### config.mk
export PLATFORM = sky130hd
export DESIGN_NAME = sincos_cordic
export DESIGN_NICKNAME = d
export VERILOG_FILES = /design/src/rtl/sincos_cordic_pkg.sv /design/src/rtl/sincos_cordic_stage.sv /design/src/rtl/sincos_cordic.sv
export SDC_FILE = /design/constraint.sdc
export NUM_CORES = 1
export LEC_CHECK = 0
export CAP_MARGIN = 20
export CORE_ASPECT_RATIO = 1.2
export CORE_MARGIN = 2
export CORE_UTILIZATION = 30
export DETAILED_ROUTE_END_ITERATION = 8
export DONT_BUFFER_PORTS = 1
export GPL_TIMING_DRIVEN = 0
export PLACE_DENSITY_LB_ADDON = 0.12
export SYNTH_ARGS = -nofsm -noshare
export SYNTH_HDL_FRONTEND = slang
export SYNTH_SLANG_ARGS = --single-unit
### constraint.sdc
create_clock -name clk -period 5.23 [get_ports clk]
set_input_delay 0.523 -clock clk [delete_from_list [all_inputs] [get_ports clk]]
set_output_delay 0.523 -clock clk [all_outputs]
set_load 0.1 [all_outputs]
### src/rtl/sincos_cordic_pkg.sv
// Shared constants for the sine/cosine CORDIC: arctangent table, vector gain
// pre-compensation and the controller state type.
package sincos_cordic_pkg;

  // K^-1 * 2^15, so the rotated vector lands on unit magnitude in Q1.15
  localparam int CORDIC_GAIN_INV = 19898;

  typedef enum logic [1:0] {
    IDLE   = 2'd0,
    ROTATE = 2'd1,
    DONE   = 2'd2
  } state_t;

  // atan(2^-i) scaled so that a full turn is 2^16
  function automatic logic [15:0] atan_entry(input int unsigned idx);
    case (idx)
      0:       atan_entry = 16'd8192;
      1:       atan_entry = 16'd4836;
      2:       atan_entry = 16'd2555;
      3:       atan_entry = 16'd1297;
      4:       atan_entry = 16'd651;
      5:       atan_entry = 16'd326;
      6:       atan_entry = 16'd163;
      7:       atan_entry = 16'd81;
      8:       atan_entry = 16'd41;
      9:       atan_entry = 16'd20;
      10:      atan_entry = 16'd10;
      11:      atan_entry = 16'd5;
      12:      atan_entry = 16'd3;
      13:      atan_entry = 16'd1;
      14:      atan_entry = 16'd1;
      default: atan_entry = 16'd0;
    endcase
  endfunction

endpackage

### src/rtl/sincos_cordic_stage.sv
// One combinational CORDIC micro-rotation; the shift amount selects the
// iteration so a single instance can be reused every cycle.
module sincos_cordic_stage #(
  parameter int pw_xy    = 18,
  parameter int pw_z     = 16,
  parameter int pw_shift = 4
) (
  input  logic signed [pw_xy-1:0]    x_in,
  input  logic signed [pw_xy-1:0]    y_in,
  input  logic        [pw_z-1:0]     z_in,
  input  logic        [pw_shift-1:0] shift,
  input  logic        [pw_z-1:0]     atan_step,
  output logic signed [pw_xy-1:0]    x_out,
  output logic signed [pw_xy-1:0]    y_out,
  output logic        [pw_z-1:0]     z_out
);

  logic                    rot_neg;
  logic signed [pw_xy-1:0] x_shift;
  logic signed [pw_xy-1:0] y_shift;

  // A negative residual angle rotates clockwise, otherwise counter-clockwise
  assign rot_neg = z_in[pw_z-1];
  assign x_shift = x_in >>> shift;
  assign y_shift = y_in >>> shift;

  assign x_out = rot_neg ? (x_in + y_shift) : (x_in - y_shift);
  assign y_out = rot_neg ? (y_in - x_shift) : (y_in + x_shift);
  assign z_out = rot_neg ? (z_in + atan_step) : (z_in - atan_step);

endmodule

### src/rtl/sincos_cordic.sv
// Iterative sine/cosine CORDIC, one micro-rotation per clock.
// Define SINCOS_CORDIC_SAT_EN to clamp results to +/-(2^frac - 1) instead of wrapping.
module sincos_cordic
  import sincos_cordic_pkg::*;
#(
  parameter int pw_io_width         = 16,
  parameter int pw_io_decimal_width = 15,
  parameter int p_iterations        = 15
) (
  input  logic                   clk,
  input  logic                   reset,
  input  logic                   i_start,
  input  logic [pw_io_width-1:0] ip_angle,
  output logic [pw_io_width-1:0] op_sine,
  output logic [pw_io_width-1:0] op_cosine,
  output logic                   o_valid,
  output logic                   o_busy
);

  localparam int XY_W  = pw_io_width + 2;
  localparam int CNT_W = $clog2(p_iterations);
  localparam logic signed [XY_W-1:0] X_INIT =
    XY_W'(CORDIC_GAIN_INV * (2 ** (pw_io_decimal_width - 15)));

  state_t                  state;
  logic [CNT_W-1:0]        counter;
  logic signed [XY_W-1:0]  x_reg, y_reg, x_next, y_next;
  logic [pw_io_width-1:0]  z_reg, z_next, z_init, atan_step;
  logic                    negate_reg, fold;
  logic signed [XY_W-1:0]  sin_full, cos_full, sin_res, cos_res;

  // Quadrants 1 and 2 are rotated by half a turn into [-90, +90) and the result negated
  assign fold   = (ip_angle[pw_io_width-1] != ip_angle[pw_io_width-2]);
  assign z_init = fold ? {~ip_angle[pw_io_width-1], ip_angle[pw_io_width-2:0]} : ip_angle;

  assign atan_step = pw_io_width'(atan_entry(32'(counter))) << (pw_io_width - 16);

  sincos_cordic_stage #(
    .pw_xy   (XY_W),
    .pw_z    (pw_io_width),
    .pw_shift(CNT_W)
  ) u_stage (
    .x_in     (x_reg),
    .y_in     (y_reg),
    .z_in     (z_reg),
    .shift    (counter),
    .atan_step(atan_step),
    .x_out    (x_next),
    .y_out    (y_next),
    .z_out    (z_next)
  );

  assign sin_full = negate_reg ? -y_reg : y_reg;
  assign cos_full = negate_reg ? -x_reg : x_reg;

`ifdef SINCOS_CORDIC_SAT_EN
  localparam logic signed [XY_W-1:0] SAT_HI = XY_W'((2 ** pw_io_decimal_width) - 1);
  localparam logic signed [XY_W-1:0] SAT_LO = -SAT_HI;

  function automatic logic signed [XY_W-1:0] saturate(input logic signed [XY_W-1:0] v);
    if (v > SAT_HI)      saturate = SAT_HI;
    else if (v < SAT_LO) saturate = SAT_LO;
    else                 saturate = v;
  endfunction

  assign sin_res = saturate(sin_full);
  assign cos_res = saturate(cos_full);
`else
  assign sin_res = sin_full;
  assign cos_res = cos_full;
`endif

  // Controller; outputs only move in DONE so they hold between conversions
  always_ff @(posedge clk) begin
    if (reset) begin
      state      <= IDLE;
      counter    <= '0;
      x_reg      <= '0;
      y_reg      <= '0;
      z_reg      <= '0;
      negate_reg <= 1'b0;
      op_sine    <= '0;
      op_cosine  <= '0;
      o_valid    <= 1'b0;
      o_busy     <= 1'b0;
    end else begin
      o_valid <= 1'b0;
      case (state)
        IDLE: begin
          if (i_start) begin
            state      <= ROTATE;
            counter    <= '0;
            x_reg      <= X_INIT;
            y_reg      <= '0;
            z_reg      <= z_init;
            negate_reg <= fold;
            o_busy     <= 1'b1;
          end
        end
        ROTATE: begin
          x_reg <= x_next;
          y_reg <= y_next;
          z_reg <= z_next;
          if (counter == CNT_W'(p_iterations - 1)) state <= DONE;
          else                                     counter <= counter + 1'b1;
        end
        DONE: begin
          op_sine   <= pw_io_width'(sin_res);
          op_cosine <= pw_io_width'(cos_res);
          o_valid   <= 1'b1;
          o_busy    <= 1'b0;
          counter   <= '0;
          state     <= IDLE;
        end
        default: state <= IDLE;
      endcase
    end
  end

endmodule

==> results of run 1 <==
[stage by stage]
step           power, mW   util  cell area [sq um]
2_1_floorplan       3.91      -               9520
3_3_place_gp        4.76  0.321              10000
3_5_place_dp        4.75  0.321              10000
4_1_cts             5.60  0.335              10500
5_1_grt             6.19  0.341              10700
6_report            5.72  0.341              10700
[layout make-up]
type	instances	area (sq um)
inverters	48	180
flip-flops and latches	107	2140
plain buffers	73	444
clock buffers	9	225
repair buffers	22	186
well taps	401	502
clock inverters	7	97.6
fillers	3331	20600
multi-input cells	932	6900
[cell families after synthesis]
| logic type | after synthesis | synth area share |
|---|---|---|
| simple gates | 367 | 0.178 |
| compound gates | 312 | 0.206 |
| buf+inv | 123 | 0.0608 |
| xor+xnor | 115 | 0.107 |
| flops | 107 | 0.225 |
| mux | 73 | 0.135 |
| fa+ha+maj | 65 | 0.0878 |
[worst max path at each step]
| stage | endpoint | depth (start not counted) | slack [ns] | startpoint |
|---|---|---|---|---|
| floorplan | x_reg[17] | 24 | 0.44 | counter[0] |
| finish | y_reg[17] | 19 | 0.16 | counter[0] |
| global route | y_reg[17] | 20 | -0.02 | counter[0] |
| detailed placement | y_reg[10] | 23 | -0.79 | counter[1] |
| global placement | y_reg[10] | 23 | -0.71 | counter[1] |
| CTS | x_reg[17] | 21 | 0.0002 | counter[0] |
[per-layer routing]
metal  global-route usage  share of wire  wire (microns)
met4               0.0715          0.029             999
met3               0.0267          0.050            1700
met5                    0              0               0
met1                0.254           0.43           14500
met2                0.364           0.50           16900
[where the power goes]
part           internal, mW  switching [mW]
Combinational          1.69            2.14
Clock                 0.385           0.378
Sequential            0.929           0.197
Total                  3.00            2.72
[critical path, cell delays in order, from the launching register on]
cell and delay [ns]:
dfxtp_2 0.35, buf_8 0.15, buf_12 0.13, mux4_2 0.53, mux4_2 0.53, or4b_4 0.60
nor3_4 0.24, and4_4 0.26, nor2_1 0.05, xor2_1 0.22, ha_2 0.34, and3_4 0.18
a21oi_1 0.13, o21ai_1 0.09, a31oi_2 0.21, o21ai_2 0.10, o41ai_2 0.38, xnor2_1 0.19
o22ai_1 0.09, a21o_1 0.19
[cell usage in the layout, fill, tap and decap left out, drive strengths merged, types with 5 or more instances in the layout]
| master | count |
|---|---|
| or3 | 13 |
| mux2i | 23 |
| nor2b | 8 |
| o31ai | 11 |
| a21o | 15 |
| dfxtp | 107 |
| a211oi | 12 |
| a311oi | 12 |
| o21a | 9 |
| a22oi | 11 |
| o21ai | 89 |
| nor3 | 24 |
| and2 | 7 |
| inv | 47 |
| a21oi | 77 |
| mux2 | 10 |
| nor2 | 103 |
| nor3b | 5 |
| buf | 46 |
| clkinv | 7 |
| o211ai | 9 |
| xor2 | 69 |
| mux4 | 40 |
| or4 | 6 |
| nand2 | 139 |
| clkbuf | 58 |
| ha | 62 |
| nand2b | 12 |
| xnor2 | 45 |
| o21bai | 9 |
| a31oi | 21 |
| or2 | 5 |
| and3 | 8 |
| nand3 | 21 |
[what timing repair did]
item                                    4_1_cts  5_1_grt
pin swaps                                     6       17
endpoints found under the hold margin         0        0
endpoints found under the setup margin       18        9
cloned                                        0        1
resized for setup                            35       33
buffers inserted                              5       15
==> impl_results.md, run 1 <==
- Outcome: finished, final reports clean
- Cell variety after synth: 74
- Pwr Density: 536 nW/um^2
- Vias in the first global route: 8,508
- Critical path peak fanout: 8
- Ant. Diodes: 0
- VDD IR-drop max: 0.189 mV
- Seq cells post-synth: 107
- # rows: 71
- Final setup viols: 0
- Die Area: 33,200 sq um
- First-pass DRT Iterations: 5
- Worst-margin pin slew: 1.07 ns
- Clk_skew: 0.0123 ns
- Most frequent cell after synthesis: nand2_1
- R2R setup slack: 0.16 ns
- Placed cells: 1,564
- TritonCTS Sinks: 107
- Leading area contributor after synthesis: dfxtp_1
- Die span in x: 167 microns
- Vias: 8,914
- Final worst slack: 0.156 ns
- CTS buffer count: 9
- Yosys warns: 0
- Crit Reg-Reg Endpoint: y_reg[17]
- H-Tree Depth: 3
- Detail Route Antenna Nets: 0
- Final nets: 1,277
- Global-route wire length before repair: 51,900 microns
- Critical Path RT: 5.51 ns
- Chip height: 199 microns
- Clock-pin slew on the worst setup and hold paths: 0.09 ns
- Post-synth top cells: nand2_1 (139), dfxtp_1 (107), nor2_1 (103)
- Post-synth ARST share: 0
- I/O Buffers: 0
- Worst-Skew Late Latency: 0.38 ns
- Ports: 53
- HP Class: in -> reg
- Largest cells by area after synthesis: dfxtp_1 (22%), ha_1 (8.1%), mux4_2 (6.6%)
- Rel. slew slack: 0.281
- Non-Filler Instances: 1,599
- EDFF count, synth: 0
- Max-cap check violation count: 0
- Tot GR Track Use: 0.204
- Wirelength per Cell: 21.3 microns
- Hold_buf cts: 0
- Maximum clock rate: 0.197 GHz
- Worst hold stages: 2
- Setup TNS: 0 ns
- Clock root buffer: clkbuf_16
- Static leakage: 4.27 nW
- Setup crit start kind: flip-flop
- Final Hold Slack: 0.295 ns
- Syn Std Cell Area: 9520 sq um
- Main synth FF type: dfxtp_1
- Initial DRC Count: 610
- WS Path Type: reg -> reg
- Placement Setup Slack: -0.790 ns
- FF-to-FF path depth: 19
- CTS tree: done
- Max Slew Vio Count: 0
- CTS Buffer Depth: 2
- Worst setup EP type: flip-flop
- Syn nets: 1,246
- Core ar.: 31,300 sq um
- Post-synthesis sequential area ratio: 0.225
- Layout cells sized above 1: 0.122
- Routability cong.: 0.928
- Critical Path AT: 5.35 ns
- Cells after Synth: 1,162
- Final Hold Viols: 0
- Synth-to-Final Area Change: 12.1%
- Via density per instance: 5.57
- DRC viols: 0
- Synth top area share: 0.225
- Final WL: 34,100 microns
- Hold Path Sink: z_reg[8]
- Post-layout minimum cycle time: 5.07 ns
- Starting density of the core: 0.305
- Tcrit/Tclk final: 0.970
- HP Start: ip_angle[8]
- Initial antenna violation count: 0
- Pin count of the biggest net entering global routing: 21
- Syn Area/Cell: 8.20 sq um
- GRT overflow: 0
- DPL Wire Length: 26,300 microns
- R2r startpoint: counter[0]
(Power assumes the default switching activity.)
==> run 2, diff against run 1 <==
CORE_MARGIN = 5   (was 2)
clock period = 4.64 ns   (was 5.23 ns; I/O delays follow)
==> impl_results.md, run 2 (same netlist as run 1, synthesis figures left out) <==
- Outcome: complete, but fails checks
- Failing checks: setup timing
- Wirelength per Cell: 21.3 microns (-0.20%)
- Max Slew Vio Count: 0 (unchanged)
- First-pass DRT Iterations: 6 (+1)
- Via density per instance: 5.44 (-2.5%)
- Worst path max stage delay: 0.66 ns (+0.06 ns)
- I/O Buffers: 0 (unchanged)
- Die Area: 35,400 sq um (+6.7%)
- RSZ-0062 raised after global routing: true
- FF-to-FF path depth: 18 (-1)
- Chip height: 205 microns (+3.0%)
- # rows: 71 (unchanged)
- Commonest cells after routing, fill and taps aside: nand2_1 (137), dfxtp_1 (105), nor2_1 (99), xor2_1 (69), o21ai_0 (66)
- Critical Path RT: 4.91 ns (-0.60 ns)
- Final worst slack: -0.235 ns (-0.391 ns)
- Worst-margin pin slew: 1.10 ns (+0.0261 ns)
- Tcrit/Tclk final: 1.05 (+0.0805)
- Die span in x: 173 microns (+3.6%)
- Setup crit start kind: flip-flop
- Post-layout minimum cycle time: 4.88 ns (-0.199 ns)
- Int Pwr: 3.79 mW (+26%)
- Final WL: 34,600 microns (+1.6%)
- Clock Power Share: 0.114 (-0.019)
- Global-route wire length before repair: 52,700 microns (+1.5%)
- Routability cong.: 0.941 (+1.4%)
- Initial antenna violation count: 0 (unchanged)
- Most common cell after layout, fill and taps aside: nand2_1
- Critical path peak fanout: 7 (-1)
- TritonCTS Sinks: 107 (unchanged)
- Max-cap check violation count: 0 (unchanged)
- Layout cells sized above 1: 0.183 (+0.0615)
- Ports: 53 (unchanged)
- Synth-to-Final Area Change: 17.2%
- Ant. Diodes: 0 (unchanged)
- DPL Wire Length: 26,400 microns (+0.54%)
- GRT overflow: 0 (unchanged)
- CTS Buffer Depth: 2 (unchanged)
- CTS buffer count: 9 (unchanged)
- Vias: 8,850 (-0.72%)
- DRC viols: 0 (unchanged)
- Rel. slew slack: 0.264 (-0.0175)
- H-Tree Depth: 3 (unchanged)
- CTS tree: done
- Core ar.: 31,400 sq um (+0.28%)
- Switch Pwr: 3.26 mW (+20%)
- WS Path Type: reg -> reg
- Non-Filler Instances: 1,628 (+1.8%)
- Critical Path AT: 5.14 ns (-0.21 ns)
- Worst path slowest cell: mux4_4
- Pin count of the biggest net entering global routing: 17 (-19%)
- VDD IR-drop max: 0.285 mV (+51%)
- HP Class: in -> reg
- Tot GR Track Use: 0.191 (-0.0134)
- Clk_skew: 0.0107 ns (-0.00154 ns)
- Placed cells: 1,564 (unchanged)
- Worst hold stages: 2 (unchanged)
- Final setup viols: 5 (+5)
- Comb power frac: 0.706 (+0.036)
- Vias in the first global route: 8,793 (+3.3%)
- Initial DRC Count: 574 (-5.9%)
- Starting density of the core: 0.304 (-0.000863)
- Worst setup EP type: flip-flop
- Worst-Skew Late Latency: 0.37 ns (about the same)
- Sw Ratio: 0.463 (-0.0122)
- Maximum clock rate: 0.205 GHz (+4.1%)
- Fin util: 0.356 (+0.0146)
- Final nets: 1,306 (+2.3%)
- Static leakage: 4.43 nW (+3.7%)
- Seq pwr share: 0.180 (-0.017)
- Detail Route Antenna Nets: 0 (unchanged)
- Final Hold Viols: 0 (unchanged)
- Clock root buffer: clkbuf_16
- CP dominant cell by count: xnor2_1
- Crit-path cells: buf_8 -> mux4_4 -> mux4_2 -> or4b_4 -> buf_4 -> nor2_1 -> a21oi_1 -> xnor2_1 -> ha_2 -> and4_1 -> o311ai_0 -> nand3_1 -> a31oi_2 -> o21ai_2 -> o41ai_4 -> xnor2_1 -> o22ai_1 -> a21o_1
- Clock-pin slew on the worst setup and hold paths: 0.08 ns (about the same)
- Setup TNS: -0.461 ns (-0.461 ns)
- Pwr Density: 631 nW/um^2 (+18%)
## run 2: changes by cell type in the layout (fill, tap and decap cells not counted), moves of 3 or more
cell     change
buf_4       +25
a21oi_1     -13
a21oi_2     +12
o21ai_0      -9
o21ai_2      +6
ha_1         -4
nor2_1       -4
buf_12       +3
mux2i_1      -3
nor2_2       +3
## run 2: worst max-delay path, delay by kind of cell (launching register included)
family,cells,cell delay (ns)
DFF,1,0.35
adders and majority gates,1,0.35
muxes,2,1.20
AOI/OAI and AO/OA,7,1.09
xor gates and xnor gates,2,0.39
buffers and inverters,2,0.30
and+or+nand+nor,4,1.11
## run 2: power groups by stage
stage                     clock network, mW  logic, mW  registers, mW
after CTS                             0.838       4.51           1.27
final                                 0.801       4.98           1.27
after global placement                    0       4.09           1.29
after detailed placement                  0       4.08           1.29
after floorplan                           0       3.23           1.19
after global routing                  0.862       5.43           1.29
## run 2: final timing paths
| kind | startpoint | endpoint | slack, ns |
|---|---|---|---|
| setup / recovery | counter[0] | y_reg[17] | -0.24 |
| hold / removal | ip_angle[11] | z_reg[11] | 0.24 |
| setup reg to reg | counter[0] | y_reg[17] | -0.24 |
| hold reg to reg | z_reg[9] | z_reg[9] | 0.49 |
## run 2: repair_timing
item	4_1_cts	5_1_grt
setup buffers	34	18
pin swaps	35	42
hold buffers	0	0
endpoints found under the setup margin	27	19
resized for setup	79	60
## run 2: per-stage QoR
step                power [mW]  cell area [sq um]  hold WS, ns  setup slack, ns
CTS                       6.62              10800        0.231           -0.300
finish                    7.05              11200        0.243           -0.235
global placement          5.37              10000        0.477            -1.47
global route              7.58              11200        0.244           -0.395
detailed placement        5.36              10100        0.480            -1.44
floorplan                 4.42               9550        0.462          -0.0245
## run 2: metal layers
metal | track usage | part of all wire | vias up
li1 | - | - | 4315
met1 | 0.233 | 0.42 | 4224
met2 | 0.333 | 0.49 | 248
met3 | 0.0323 | 0.049 | 63
met4 | 0.0787 | 0.040 | 0
met5 | 0 | 0 | -
## run 2: final cells by class
cell class | count | area, sq um
Multi-Input combinational cell | 932 | 7140
Inverter | 48 | 180
Timing Repair Buffer | 52 | 413
Clock buffer | 12 | 236
Clock inverter | 4 | 51.3
Sequential cell | 107 | 2140
Tap cell | 401 | 502
Fill cell | 3340 | 20200
Buffer | 72 | 497
==> run 3, diff against run 2 <==
ABC_AREA = 1   (was unset)
clock period = 5.5 ns   (was 4.64 ns; I/O delays follow)
==> impl_results.md, run 3 <==
- Worst-Skew Late Latency: 0.38 ns (about the same)
- Worst hold stages: 2 (unchanged)
- Final nets: 1,584 (+21%)
- Clk_skew: 0.00998 ns (-0.000751 ns)
- Post-layout minimum cycle time: 4.52 ns (-0.352 ns)
- Ant. Diodes: 0 (unchanged)
- Wirelength per Cell: 18.7 microns (-12%)
- Main synth FF type: dfxtp_1
- DRC viols: 0 (unchanged)
- Critical Path RT: 5.77 ns (+0.86 ns)
- GRT met1 Usage: 0.247 (+0.0140)
- Syn Std Cell Area: 9500 sq um (-0.28%)
- Placed cells: 1,890 (+21%)
- Die span in x: 172 microns (-0.13%)
- Met2 Use GR: 0.352 (+0.0188)
- Detail Route Antenna Nets: 0 (unchanged)
- Syn nets: 1,573 (+26%)
- R2r startpoint: z_reg[15]
- Synth top area share: 0.226 (+0.000622)
- Resize count post-CTS: 0 (-100%)
- Hold_buf cts: 0 (unchanged)
- Layout cells sized above 1: 0.0731 (-0.110)
- DPL Wire Length: 28,400 microns (+7.7%)
- Routability cong.: 0.923 (-1.9%)
- Via density per instance: 5.16 (-5.0%)
- I/O Buffers: 0 (unchanged)
- Clock-pin slew on the worst setup and hold paths: 0.08 ns (about the same)
- Tot GR Track Use: 0.204 (+0.0130)
- First-pass DRT Iterations: 5 (-1)
- EDFF count, synth: 0 (unchanged)
- Rel. slew slack: 0.274 (+0.00966)
- Pin count of the biggest net entering global routing: 21 (+4)
- Critical path peak fanout: 10 (+3)
- CTS Buffer Depth: 2 (unchanged)
- Crit Reg-Reg Endpoint: z_reg[12]
- Post-synth ARST share: 0 (unchanged)
- Final Hold Viols: 0 (unchanged)
- Syn Area/Cell: 6.38 sq um (-22%)
- Post-synth top cells: nand2_1 (337), nand3_1 (223), inv_1 (129)
- Clock root buffer: clkbuf_16
- Cell variety after synth: 49 (-34%)
- Leading area contributor after synthesis: dfxtp_1
- Core ar.: 31,300 sq um (-0.28%)
- FF-to-FF path depth: 16 (-2)
- Setup TNS: 0 ns (+0.461 ns)
- CTS buffer count: 9 (unchanged)
- Initial DRC Count: 583 (+1.6%)
- Most common cell after layout, fill and taps aside: nand2_1
- Outcome: finished, final reports clean
- Worst-margin pin slew: 1.09 ns (-0.0104 ns)
- FILL cells: 3,541 (+6.0%)
- HP Start: ip_angle[1]
- R2R setup slack: 0.98 ns (+1.21 ns)
- CTS tree: done
- # rows: 71 (unchanged)
- Final Hold Slack: 0.333 ns (+0.0903 ns)
- Max-cap check violation count: 0 (unchanged)
- Vias in the first global route: 9,580 (+9.0%)
- Final setup viols: 0 (-5)
- RSZ-0062 raised after global routing: false
- Vias: 9,840 (+11%)
- WS Path Type: reg -> reg
- Post-synthesis sequential area ratio: 0.226 (+0.000622)
- Die Area: 35,300 sq um (-0.26%)
- Worst setup EP type: flip-flop
- Total Power Consumption: 4.77 mW (-32%)
- Largest cells by area after synthesis: dfxtp_1 (23%), nand2_1 (13%), nand3_1 (12%)
- VDD IR-drop max: 0.181 mV (-37%)
- Maximum clock rate: 0.221 GHz (+7.8%)
- Register area: 2140 sq um (-0.12%)
- GRT overflow: 0 (unchanged)
- HP Class: in -> reg
- Synth-to-Final Area Change: 8.42%
- Commonest cells after routing, fill and taps aside: nand2_1 (337), nand3_1 (223), inv_1 (129), a21oi_1 (119), dfxtp_1 (107)
- Setup bufs post-CTS: 0 (-100%)
- H-Tree Depth: 3 (unchanged)
- Initial antenna violation count: 0 (unchanged)
- Max Slew Vio Count: 0 (unchanged)
- Critical Path AT: 4.80 ns (-0.34 ns)
- Static leakage: 4.83 nW (+9.1%)
- Area used by multi-input combinational logic: 6490 sq um (-9.1%)
- Seq cells post-synth: 107 (unchanged)
- TritonCTS Sinks: 107 (unchanged)
- Chip height: 205 microns (-0.13%)
- Setup crit start kind: flip-flop
- Pwr Density: 464 nW/um^2 (-27%)
- Non-Filler Instances: 1,906 (+17%)
- Ports: 53 (unchanged)
- GRT Max-Usage Layer: met2
- Global-route wire length before repair: 54,800 microns (+4.0%)
- Cells after Synth: 1,489 (+28%)
- Starting density of the core: 0.304 (about the same)
- Hold Path Sink: z_reg[1]
- Most frequent cell after synthesis: nand2_1
- Final WL: 35,700 microns (+3.0%)
- Tcrit/Tclk final: 0.822 (-0.228)
- GR met3 Demand/Resource: 0.0367 (+0.00433)
- Yosys warns: 0 (unchanged)
run 3: cell type report:
cell class | count | area share
clock inverters | 7 | 0.00705
flip-flops and latches | 107 | 0.208
inverters | 139 | 0.0514
multi-input cells | 1177 | 0.630
clock buffers | 9 | 0.0219
well taps | 401 | 0.0487
plain buffers | 66 | 0.0324
run 3: critical path: stages (launching register included):
cell      delay (ns)
dfxtp_1         0.30
clkbuf_1        0.30
inv_1           0.18
clkbuf_1        0.52
clkbuf_1        0.64
o21ai_0         0.33
fa_1            0.50
nand3_1         0.09
nand2_1         0.10
a21oi_1         0.34
o21ai_0         0.20
a21boi_0        0.35
o21ai_0         0.15
xor2_1          0.15
nand2_1         0.07
o211ai_1        0.12
inv_1           0.06
run 3: cell families after synthesis:
kind of cell               count (synthesis)  share of synthesized area
AOI/OAI and AO/OA                        296                      0.174
xor gates and xnor gates                  75                     0.0692
adders and majority gates                 65                     0.0880
buffers and inverters                    205                     0.0909
DFF                                      107                      0.226
and+or+nand+nor                          741                      0.353
run 3: power by group:
group | switching (mW) | internal [mW]
registers | 0.225 | 0.873
logic | 1.92 | 1.08
clock network | 0.355 | 0.321
total | 2.50 | 2.28
run 3: how the worst max path moves through the flow:
stage	from	end
after floorplan	counter[0]	y_reg[17]
after global placement	z_reg[15]	z_reg[12]
after detailed placement	z_reg[15]	z_reg[12]
after CTS	z_reg[15]	z_reg[12]
after global routing	counter[0]	y_reg[17]
final	z_reg[15]	z_reg[12]
run 3: metal layers:
layer / routed length [microns] / part of all wire
met5: 0 / 0
met4: 1350 / 0.038
met3: 1980 / 0.056
met2: 17100 / 0.48
met1: 15300 / 0.43
run 3: through the flow:
| stage | utilization | setup slack [ns] | area (sq um) |
|---|---|---|---|
| after floorplan | - | 2.20 | 9500 |
| after global placement | 0.320 | 0.987 | 10000 |
| after detailed placement | 0.320 | 0.999 | 10000 |
| after CTS | 0.329 | 0.978 | 10300 |
| after global routing | 0.329 | 0.680 | 10300 |
| final | 0.329 | 0.977 | 10300 |
